### config.mk
export PLATFORM = sky130hd
export DESIGN_NAME = fetch_ifu_ctrl
export DESIGN_NICKNAME = d
export VERILOG_FILES = /design/src/rtl/fetch_ifu_ctrl.sv
export SDC_FILE = /design/constraint.sdc
export NUM_CORES = 1
export LEC_CHECK = 0
export ABC_AREA = 0
export CORE_MARGIN = 2
export CORE_UTILIZATION = 50
export CTS_BUF_LIST = sky130_fd_sc_hd__clkbuf_8 sky130_fd_sc_hd__clkbuf_16
export DETAILED_ROUTE_END_ITERATION = 8
export DONT_BUFFER_PORTS = 1
export PLACE_DENSITY = 0.63
export SLEW_MARGIN = 10
export SYNTH_ARGS = -nofsm -noshare
export SYNTH_HDL_FRONTEND = slang
export SYNTH_SLANG_ARGS = --single-unit
### constraint.sdc
create_clock -name clk_ifu -period 7.1 [get_ports clk_ifu]
set_input_delay 1.775 -clock clk_ifu [delete_from_list [all_inputs] [get_ports clk_ifu]]
set_output_delay 1.775 -clock clk_ifu [all_outputs]
set_load 0.005 [all_outputs]
### src/rtl/fetch_ifu_ctrl.sv
`default_nettype none
// ============================================================================
// Module   : fetch_ifu_ctrl
// Function : instruction-fetch sequencer feeding MBR1/MBR2 from a prefetch queue
// Revision : 1.0
// ============================================================================
module fetch_ifu_ctrl #(
    parameter int          QDEPTH   = 6,
    parameter logic [31:0] RESET_PC = 32'd0
) (
    input  logic        clk_ifu,
    input  logic        reset_ifu,
    input  logic        ifu_enable,
    input  logic        pc_load,
    input  logic [31:0] pc_in,
    output logic [31:0] mem_pc,
    output logic        mem_fetch,
    input  logic [7:0]  mem_byte,
    output logic [7:0]  mbr1,
    output logic        mbr1_valid,
    output logic [15:0] mbr2,
    output logic        mbr2_valid,
    input  logic        consume1,
    input  logic        consume2,
    output logic [31:0] pc_head,
    output logic [3:0]  q_count,
    output logic        err_underflow
);
    localparam int            PW       = (QDEPTH > 8) ? 4 : (QDEPTH > 4) ? 3 : (QDEPTH > 2) ? 2 : 1;
    localparam logic [3:0]    C_QDEPTH = 4'(QDEPTH);
    localparam logic [PW-1:0] C_LAST   = PW'(QDEPTH - 1);

    typedef enum logic [1:0] {
        S_IDLE  = 2'd0,
        S_RUN   = 2'd1,
        S_STALL = 2'd2
    } state_t;

    state_t        r_state, w_state_next;
    logic [7:0]    r_q [QDEPTH];
    logic [PW-1:0] r_rd_ptr, r_wr_ptr, w_rd_p1, w_rd_next;
    logic [3:0]    r_count, w_count_next;
    logic [31:0]   r_fetch_pc, r_pc_head, r_mem_pc, w_fetch_base;
    logic          r_mem_fetch, r_err;
    logic          w_capture, w_pop1, w_pop2, w_illegal, w_space, w_issue;

    function automatic logic [PW-1:0] wrap_inc(input logic [PW-1:0] p);
        return (p == C_LAST) ? '0 : p + PW'(1);
    endfunction

    always_comb begin
        // A byte requested last cycle lands now unless a redirect discards it
        w_capture    = r_mem_fetch & ~pc_load;
        w_pop2       = consume2 & (r_count >= 4'd2);
        w_pop1       = consume1 & ~consume2 & (r_count != 4'd0);
        w_illegal    = (consume1 & consume2) | (consume2 & ~w_pop2)
                     | (consume1 & ~consume2 & ~w_pop1);
        w_rd_p1      = wrap_inc(r_rd_ptr);
        w_rd_next    = r_rd_ptr;
        if (w_pop2)
            w_rd_next = wrap_inc(w_rd_p1);
        else if (w_pop1)
            w_rd_next = w_rd_p1;
        if (pc_load)
            w_count_next = 4'd0;
        else
            w_count_next = r_count + {3'b000, w_capture} - {2'b00, w_pop2, w_pop1};
        // Space after this edge guarantees room for the byte a new request returns
        w_space      = (w_count_next < C_QDEPTH);
        w_fetch_base = pc_load ? pc_in : r_fetch_pc;

        w_state_next = r_state;
        case (r_state)
            S_IDLE: begin
                if (ifu_enable)
                    w_state_next = w_space ? S_RUN : S_STALL;
            end
            S_RUN, S_STALL: begin
                if (!ifu_enable)
                    w_state_next = S_IDLE;
                else
                    w_state_next = w_space ? S_RUN : S_STALL;
            end
            default: w_state_next = S_IDLE;
        endcase
        w_issue = (w_state_next == S_RUN);
    end

    always_ff @(posedge clk_ifu) begin
        if (reset_ifu) begin
            r_state     <= S_IDLE;
            r_rd_ptr    <= '0;
            r_wr_ptr    <= '0;
            r_count     <= 4'd0;
            r_fetch_pc  <= RESET_PC;
            r_pc_head   <= RESET_PC;
            r_mem_pc    <= RESET_PC;
            r_mem_fetch <= 1'b0;
            r_err       <= 1'b0;
        end else begin
            r_state     <= w_state_next;
            r_count     <= w_count_next;
            r_mem_fetch <= w_issue;
            if (w_illegal)
                r_err <= 1'b1;
            if (pc_load) begin
                r_rd_ptr  <= '0;
                r_wr_ptr  <= '0;
                r_pc_head <= pc_in;
            end else begin
                if (w_capture)
                    r_wr_ptr <= wrap_inc(r_wr_ptr);
                r_rd_ptr  <= w_rd_next;
                r_pc_head <= r_pc_head + {30'd0, w_pop2, w_pop1};
            end
            if (w_issue) begin
                r_mem_pc   <= w_fetch_base;
                r_fetch_pc <= w_fetch_base + 32'd1;
            end else if (pc_load) begin
                r_fetch_pc <= pc_in;
            end
        end
    end

    always_ff @(posedge clk_ifu) begin
        if (!reset_ifu && w_capture)
            r_q[r_wr_ptr] <= mem_byte;
    end

    assign mem_pc        = r_mem_pc;
    assign mem_fetch     = r_mem_fetch;
    assign mbr1_valid    = (r_count != 4'd0);
    assign mbr2_valid    = (r_count >= 4'd2);
    assign mbr1          = mbr1_valid ? r_q[r_rd_ptr] : 8'h00;
    assign mbr2          = mbr2_valid ? {r_q[r_rd_ptr], r_q[w_rd_p1]} : 16'h0000;
    assign pc_head       = r_pc_head;
    assign q_count       = r_count;
    assign err_underflow = r_err;
endmodule
`default_nettype wire

# Word level (Yosys, flattened, before mapping)
# Memories as Yosys holds them, arrays and structs flattened. A register that Yosys moved wholly into a read port is not among the register bits.
# Cells that the tools add are included.
# totals
reg_bits	110
in_bits	46
ram_bits	48
output_inout_bits	96
memories	1
# mem_list
name	depth	width	read_ports	rd_clocked_by_memory_dff	write_ports	line_no	source
r_q	6	8	2	1	1	40	logic [7:0] r_q [QDEPTH];
# classes
n_lt_le_gt_ge	2
muxes	19
n_bitwise	13
eq_ne	6
reduce_logical	7
add_sub_neg	7
# ops
operator	n
32-bit two-way mux	3
32-bit by 1-bit adder with 32-bit output, second input constant	1
32-bit by 2-bit adder with 32-bit output	1
3-bit two-way mux	7
16-bit two-way mux	1
3-bit by 1-bit adder with 3-bit output, second input constant	3
3-bit == test, second input constant	3
8-bit two-way mux	1
1-bit AND	7
2-bit two-way mux	3
4-bit by 1-bit adder with 4-bit output	1
2-bit by 1-bit == test with 1-bit output, second input constant	2
4-bit by 2-bit greater-or-equal comparator with 1-bit output, second input constant	1
4-bit by 3-bit less-than comparator with 1-bit output, second input constant	1
4-bit two-way mux	1
1-bit NOT	4
2-bit one-hot mux with 2 select lines	1
4-bit nonzero test	1
2-bit OR reduction	2
4-bit by 2-bit subtractor with 4-bit output	1
2-bit == test, second input constant	1
2-bit zero test	1
1-bit two-way mux	2
1-bit bitwise OR	2
other kinds (3)	3

# Depth between registers and ports, before layout
# depth
word_depth	11
mapped_depth	18
ltp_nobuf	16

# Worst setup path after synthesis
# No wires, ideal clock.
# synth_path
path_type	input-to-reg
startpoint	input pc_load
endpoint	register r_fetch_pc[31]
path_stages	16
setup_ps	123
n_path_buf	4
arrival_ps	5104
path_slack_ps	1872
path_cell_list	buf_6 -> inv_1 -> clkbuf_1 -> nand2_1 -> ha_1 -> inv_1 -> ha_1 -> fa_1 -> xor2_1 -> a311oi_1 -> a31oi_1 -> clkbuf_1 -> or3_1 -> buf_2 -> nor4_2 -> mux2_1
# synth_between
elab_chain_cells	11
elab_cells_between_ends	14
cone_classes	3 x add/sub; 1 x order compare; 1 x eq/ne; 7 x mux; 2 x bitwise
# synth_lines
element	line_no	source
from (decl)	14	input logic pc_load,
1-bit NOT	53	w_capture = r_mem_fetch & ~pc_load;
1-bit AND	53	
4-bit by 1-bit adder with 4-bit output	67	w_count_next = r_count + {3'b000, w_capture} - {2'b00, w_pop2, w_pop1};
4-bit by 2-bit subtractor with 4-bit output	67	
4-bit two-way mux	64	if (pc_load)
4-bit by 3-bit less-than comparator with 1-bit output	69	w_space = (w_count_next < C_QDEPTH);
2-bit two-way mux	76, 82	
2-bit two-way mux, on equally long branches	79, 75	
2-bit one-hot mux with 2 select lines	73	case (r_state)
2-bit by 1-bit == test with 1-bit output	86	w_issue = (w_state_next == S_RUN);
32-bit two-way mux (*)	116	if (w_issue) begin
to (signal assigned)	118	r_fetch_pc <= w_fetch_base + 32'd1;
to (signal assigned)	120	r_fetch_pc <= pc_in;
to (decl)	43	logic [31:0] r_fetch_pc, r_pc_head, r_mem_pc, w_fetch_base;
# Mark *: on every way between the ends. The rest lies on a longest branch, timed or not.
# A chain may end at the register's enable or synchronous reset.

# Worst setup path after layout
# layout_path
startpoint	register r_count[2] (netlist: q_count[2])
endpoint	register r_fetch_pc[31]
# layout_between
elab_chain_cells	10
elab_cells_between_ends	14
cone_classes	2 x add/sub; 2 x order compare; 1 x eq/ne; 6 x mux; 2 x bitwise; 1 x reduce/logical
# layout_lines
element	line_no	source
from (decl)	42	logic [3:0] r_count, w_count_next;
from (signal assigned)	102	r_count <= w_count_next;
4-bit by 2-bit greater-or-equal comparator with 1-bit output (*)	n/a	
net mbr2_valid	22	output logic mbr2_valid,
1-bit AND (*)	54	w_pop2 = consume2 & (r_count >= 4'd2);
4-bit by 2-bit subtractor with 4-bit output (*)	67	
4-bit two-way mux (*)	64	
4-bit by 3-bit less-than comparator with 1-bit output (*)	69	
2-bit two-way mux (*)	76, 82	
2-bit two-way mux, on equally long branches	79, 75	
2-bit one-hot mux with 2 select lines (*)	73	
2-bit by 1-bit == test with 1-bit output (*)	86	
32-bit two-way mux (*)	116	
# Mark *: on every way through the listed nets, which the timed path passes. The rest lies on a longest branch.

==> qor.json <==
{
  "status": {"value": "completed"},
  "synth.cells.most_frequent": {"value": "142 x sky130_fd_sc_hd__nor2_1, 113 x sky130_fd_sc_hd__dfxtp_1, 48 x sky130_fd_sc_hd__edfxtp_1"},
  "syn-cell-area": {"value": 7970, "unit": "um2"},
  "num_rows": {"value": 46},
  "wire_per_inst": {"value": 18.8, "unit": "um"},
  "cts.sinks": {"value": 161},
  "place_ws": {"value": 1760, "unit": "ps"},
  "postCtsResizedCells": {"value": 0},
  "grt.total_usage": {"value": 23.0, "unit": "%"},
  "syn_area_per_cell": {"value": 9.69, "unit": "um2"},
  "critical_path_required": {"value": 7420, "unit": "ps"},
  "nNetsFinal": {"value": 854},
  "postRouteWirelength": {"value": 19.3, "unit": "mm"},
  "grt.overflow.total": {"value": 0},
  "count_of_vias_placed_by_the_detailed_router": {"value": 5917},
  "finalMaxSlewViolations": {"value": 0},
  "master_cell_of_the_clock_root_buffer": {"value": "sky130_fd_sc_hd__clkbuf_16"},
  "drt_pass1_iterations": {"value": 5},
  "synthMostInstantiatedCell": {"value": "sky130_fd_sc_hd__nor2_1"},
  "antennaDiodeCount": {"value": 0},
  "fin_tns_setup": {"value": 0, "unit": "ps"},
  "worst_slew_margin_relative_to_its_limit": {"value": 30.3, "unit": "%"},
  "finalCritPeriodShare": {"value": 75.6, "unit": "%"},
  "rsz_0062_raised_after_global_routing": {"value": "no"},
  "synth.yosys.warnings": {"value": 0},
  "ir_drop": {"value": 0.000231, "unit": "V"},
  "area_growth_syn_to_layout": {"value": 8.50, "unit": "%"},
  "finalInstanceArea": {"value": 8650, "unit": "um2"},
  "cts_tree": {"value": "built"},
  "cp-start-kind": {"value": "flop"},
  "shortest_clock_period_the_worst_path_allows_after_layout": {"value": 5360, "unit": "ps"},
  "numCtsBuffers": {"value": 17},
  "synth.ff_latch_count": {"value": 161},
  "seq_area": {"value": 3700, "unit": "um2"},
  "end_kind": {"value": "flop"},
  "netlist_top_cells_area": {"value": "sky130_fd_sc_hd__dfxtp_1 28%, sky130_fd_sc_hd__edfxtp_1 18%, sky130_fd_sc_hd__nor2_1 6.7%, sky130_fd_sc_hd__mux2i_1 4.5%, sky130_fd_sc_hd__a211oi_1 4.0%"},
  "fp.coreArea": {"value": 15700, "unit": "um2"},
  "grt_pass1_wl": {"value": 30.1, "unit": "mm"},
  "postSynthCellCount": {"value": 823},
  "cts_buffer_depth": {"value": 2},
  "synth.largest_area_cell": {"value": "sky130_fd_sc_hd__dfxtp_1"},
  "place.port_buffers": {"value": 0},
  "h-tree-depth": {"value": 4},
  "synth_sequential_area_ratio": {"value": 46.4, "unit": "%"},
  "cp_slowest_stage_delay": {"value": 650, "unit": "ps"},
  "die_height": {"value": 130, "unit": "um"},
  "post_layout_nonfiller_instances": {"value": 1023},
  "post-route-worst-setup-slack": {"value": 1740, "unit": "ps"},
  "dr.first_iter.drc_count": {"value": 385},
  "setup_viol": {"value": 0},
  "hpwl": {"value": 13.9, "unit": "mm"},
  "arrival_time_at_the_worst_endpoint": {"value": 5680, "unit": "ps"},
  "synthArstFlopShare": {"value": 0, "unit": "%"},
  "largest_net_degree_at_the_start_of_global_routing": {"value": 106},
  "clkTransAtPathRegs": {"value": 60, "unit": "ps"},
  "synthDominantCellAreaShare": {"value": 28.4, "unit": "%"},
  "p_total": {"value": 2.81, "unit": "mW"},
  "timing.fmax": {"value": 186, "unit": "MHz"},
  "cts_hold_repair.buffers": {"value": 0},
  "path_cells": {"value": "inv_1, ha_1, nor2b_1, buf_4, inv_1, nor2_1, nor3b_1, ha_1, inv_1, ha_1, fa_1, xor2_1, a311oi_1, a31oi_1, buf_4, or3_1, nor4_2, mux2_1"},
  "initial_core_util": {"value": 50.7, "unit": "%"},
  "timing_worst_slew_pin_value": {"value": 1040, "unit": "ps"},
  "detail_route.drc_violations": {"value": 0},
  "place.detailed.instances": {"value": 992},
  "crit_slowest_cell": {"value": "sky130_fd_sc_hd__nor2_1"},
  "critPathBufInv": {"value": 5},
  "globalplace.congestion": {"value": 0.887},
  "fillers": {"value": 1396},
  "dieArea": {"value": 17000, "unit": "um2"},
  "synthDistinctLibCells": {"value": 61},
  "max_cap_violations": {"value": 0},
  "first_global_vias": {"value": 5794},
  "hold_slack": {"value": 516, "unit": "ps"},
  "critPathMaxFanout": {"value": 20},
  "post_synth_edffs": {"value": 48},
  "dpl-instance-area": {"value": 8050, "unit": "um2"},
  "clock-skew-final": {"value": 9.48, "unit": "ps"},
  "avgViaCountPerCell": {"value": 5.78},
  "static-leakage-power": {"value": 3.08, "unit": "nW"},
  "layout.core_utilization": {"value": 55.1, "unit": "%"},
  "hold_violations": {"value": 0},
  "holdCritPathClass": {"value": "reg -> reg"},
  "timing.critical_path.max_delay_family": {"value": "simple AND/OR/NAND/NOR gates"},
  "multi_input_gate_area_in_the_final_layout": {"value": 3950, "unit": "um2"},
  "io_pins": {"value": 142},
  "grt_antenna_before_repair": {"value": 0},
  "syn_nets": {"value": 882},
  "timing.setup.critical_path_class": {"value": "reg -> reg"},
  "power_density": {"value": 325, "unit": "nW/um2"},
  "clk-insertion-delay-late": {"value": 430, "unit": "ps"},
  "chipWidth": {"value": 130, "unit": "um"},
  "ant_nets": {"value": 0},
  "drive_gt1_share": {"value": 9.67, "unit": "%"},
  "ys_dominant_reg_cell": {"value": "sky130_fd_sc_hd__dfxtp_1"},
  "post_cts_setup_bufs": {"value": 0}
}
[cell families (layout without fill, tap and decap cells)]
logic type,Yosys count,count (layout),synth area share [%]
adders and majority gates,13,13,2.23
DFF,161,161,46.4
xor gates and xnor gates,44,44,4.83
and+or+nand+nor,319,319,20.0
AOI/OAI and AO/OA,143,143,12.3
buffers and inverters,76,60,4.08
muxes,67,67,10.1
[tightest hold or removal path: cells and delay by family (launching register included)]
kind	cells	cell delay, ps
DFF	1	320
AOI/OAI and AO/OA	1	50
and+or+nand+nor	1	100
[worst paths after layout]
| kind | start | endpoint | slack [ps] | cells past startpoint |
|---|---|---|---|---|
| max | q_count[2] | r_fetch_pc[31] | 1740 | 18 |
| min | mem_pc[29] | mem_pc[29] | 520 | 2 |
| max reg2reg | q_count[2] | r_fetch_pc[31] | 1740 | 18 |
| min reg2reg | mem_pc[29] | mem_pc[29] | 520 | 2 |
[area by class of cell]
cell class	count	area share, %
Tap cell	216	3.12
Clock inverter	9	1.20
Sequential cell	161	42.8
Multi-Input combinational cell	586	45.7
Timing Repair Buffer	5	0.434
Clock buffer	22	5.71
Inverter	24	1.04
[where the power goes]
part           leakage (nW)  switching [mW]  total [mW]  internal (mW)
sequential             1.36           0.108        1.17           1.06
combinational          1.42           0.452       0.724          0.272
clock                 0.292           0.357       0.918          0.560
[placed cells by master, fill, tap and decap left out, drive strengths merged, types with 8 or more instances in the layout]
master	count
clkbuf	22
a211oi	44
ha	11
xor2	22
nor4	15
and3	9
nand4	10
mux2	21
mux4	8
nor2	142
dfxtp	113
nand3	15
nor3	33
inv	27
o22ai	8
nand2	39
a21oi	26
o21ai	26
mux2i	38
edfxtp	48
xnor2	22
nor2b	8
[layer usage]
metal	global-route usage, %	part of all wire [%]	wire, um
met4	9.49	2.4	457
met5	0	0	0
met1	28.8	44	8380
met3	7.38	7.5	1450
met2	36.9	47	8970
[sequential cells by signal (all words and copies together) (netlist names), named ones only]
| name | flops |
|---|---|
| r_fetch_pc | 32 |
| mem_fetch | 1 |
| r_rd_ptr | 3 |
| pc_head | 32 |
| r_q | 48 |
| r_wr_ptr | 3 |
| r_state | 2 |
| err_underflow | 1 |
| mem_pc | 32 |
| q_count | 4 |
Note: power is estimated with default switching activity, not from simulation.
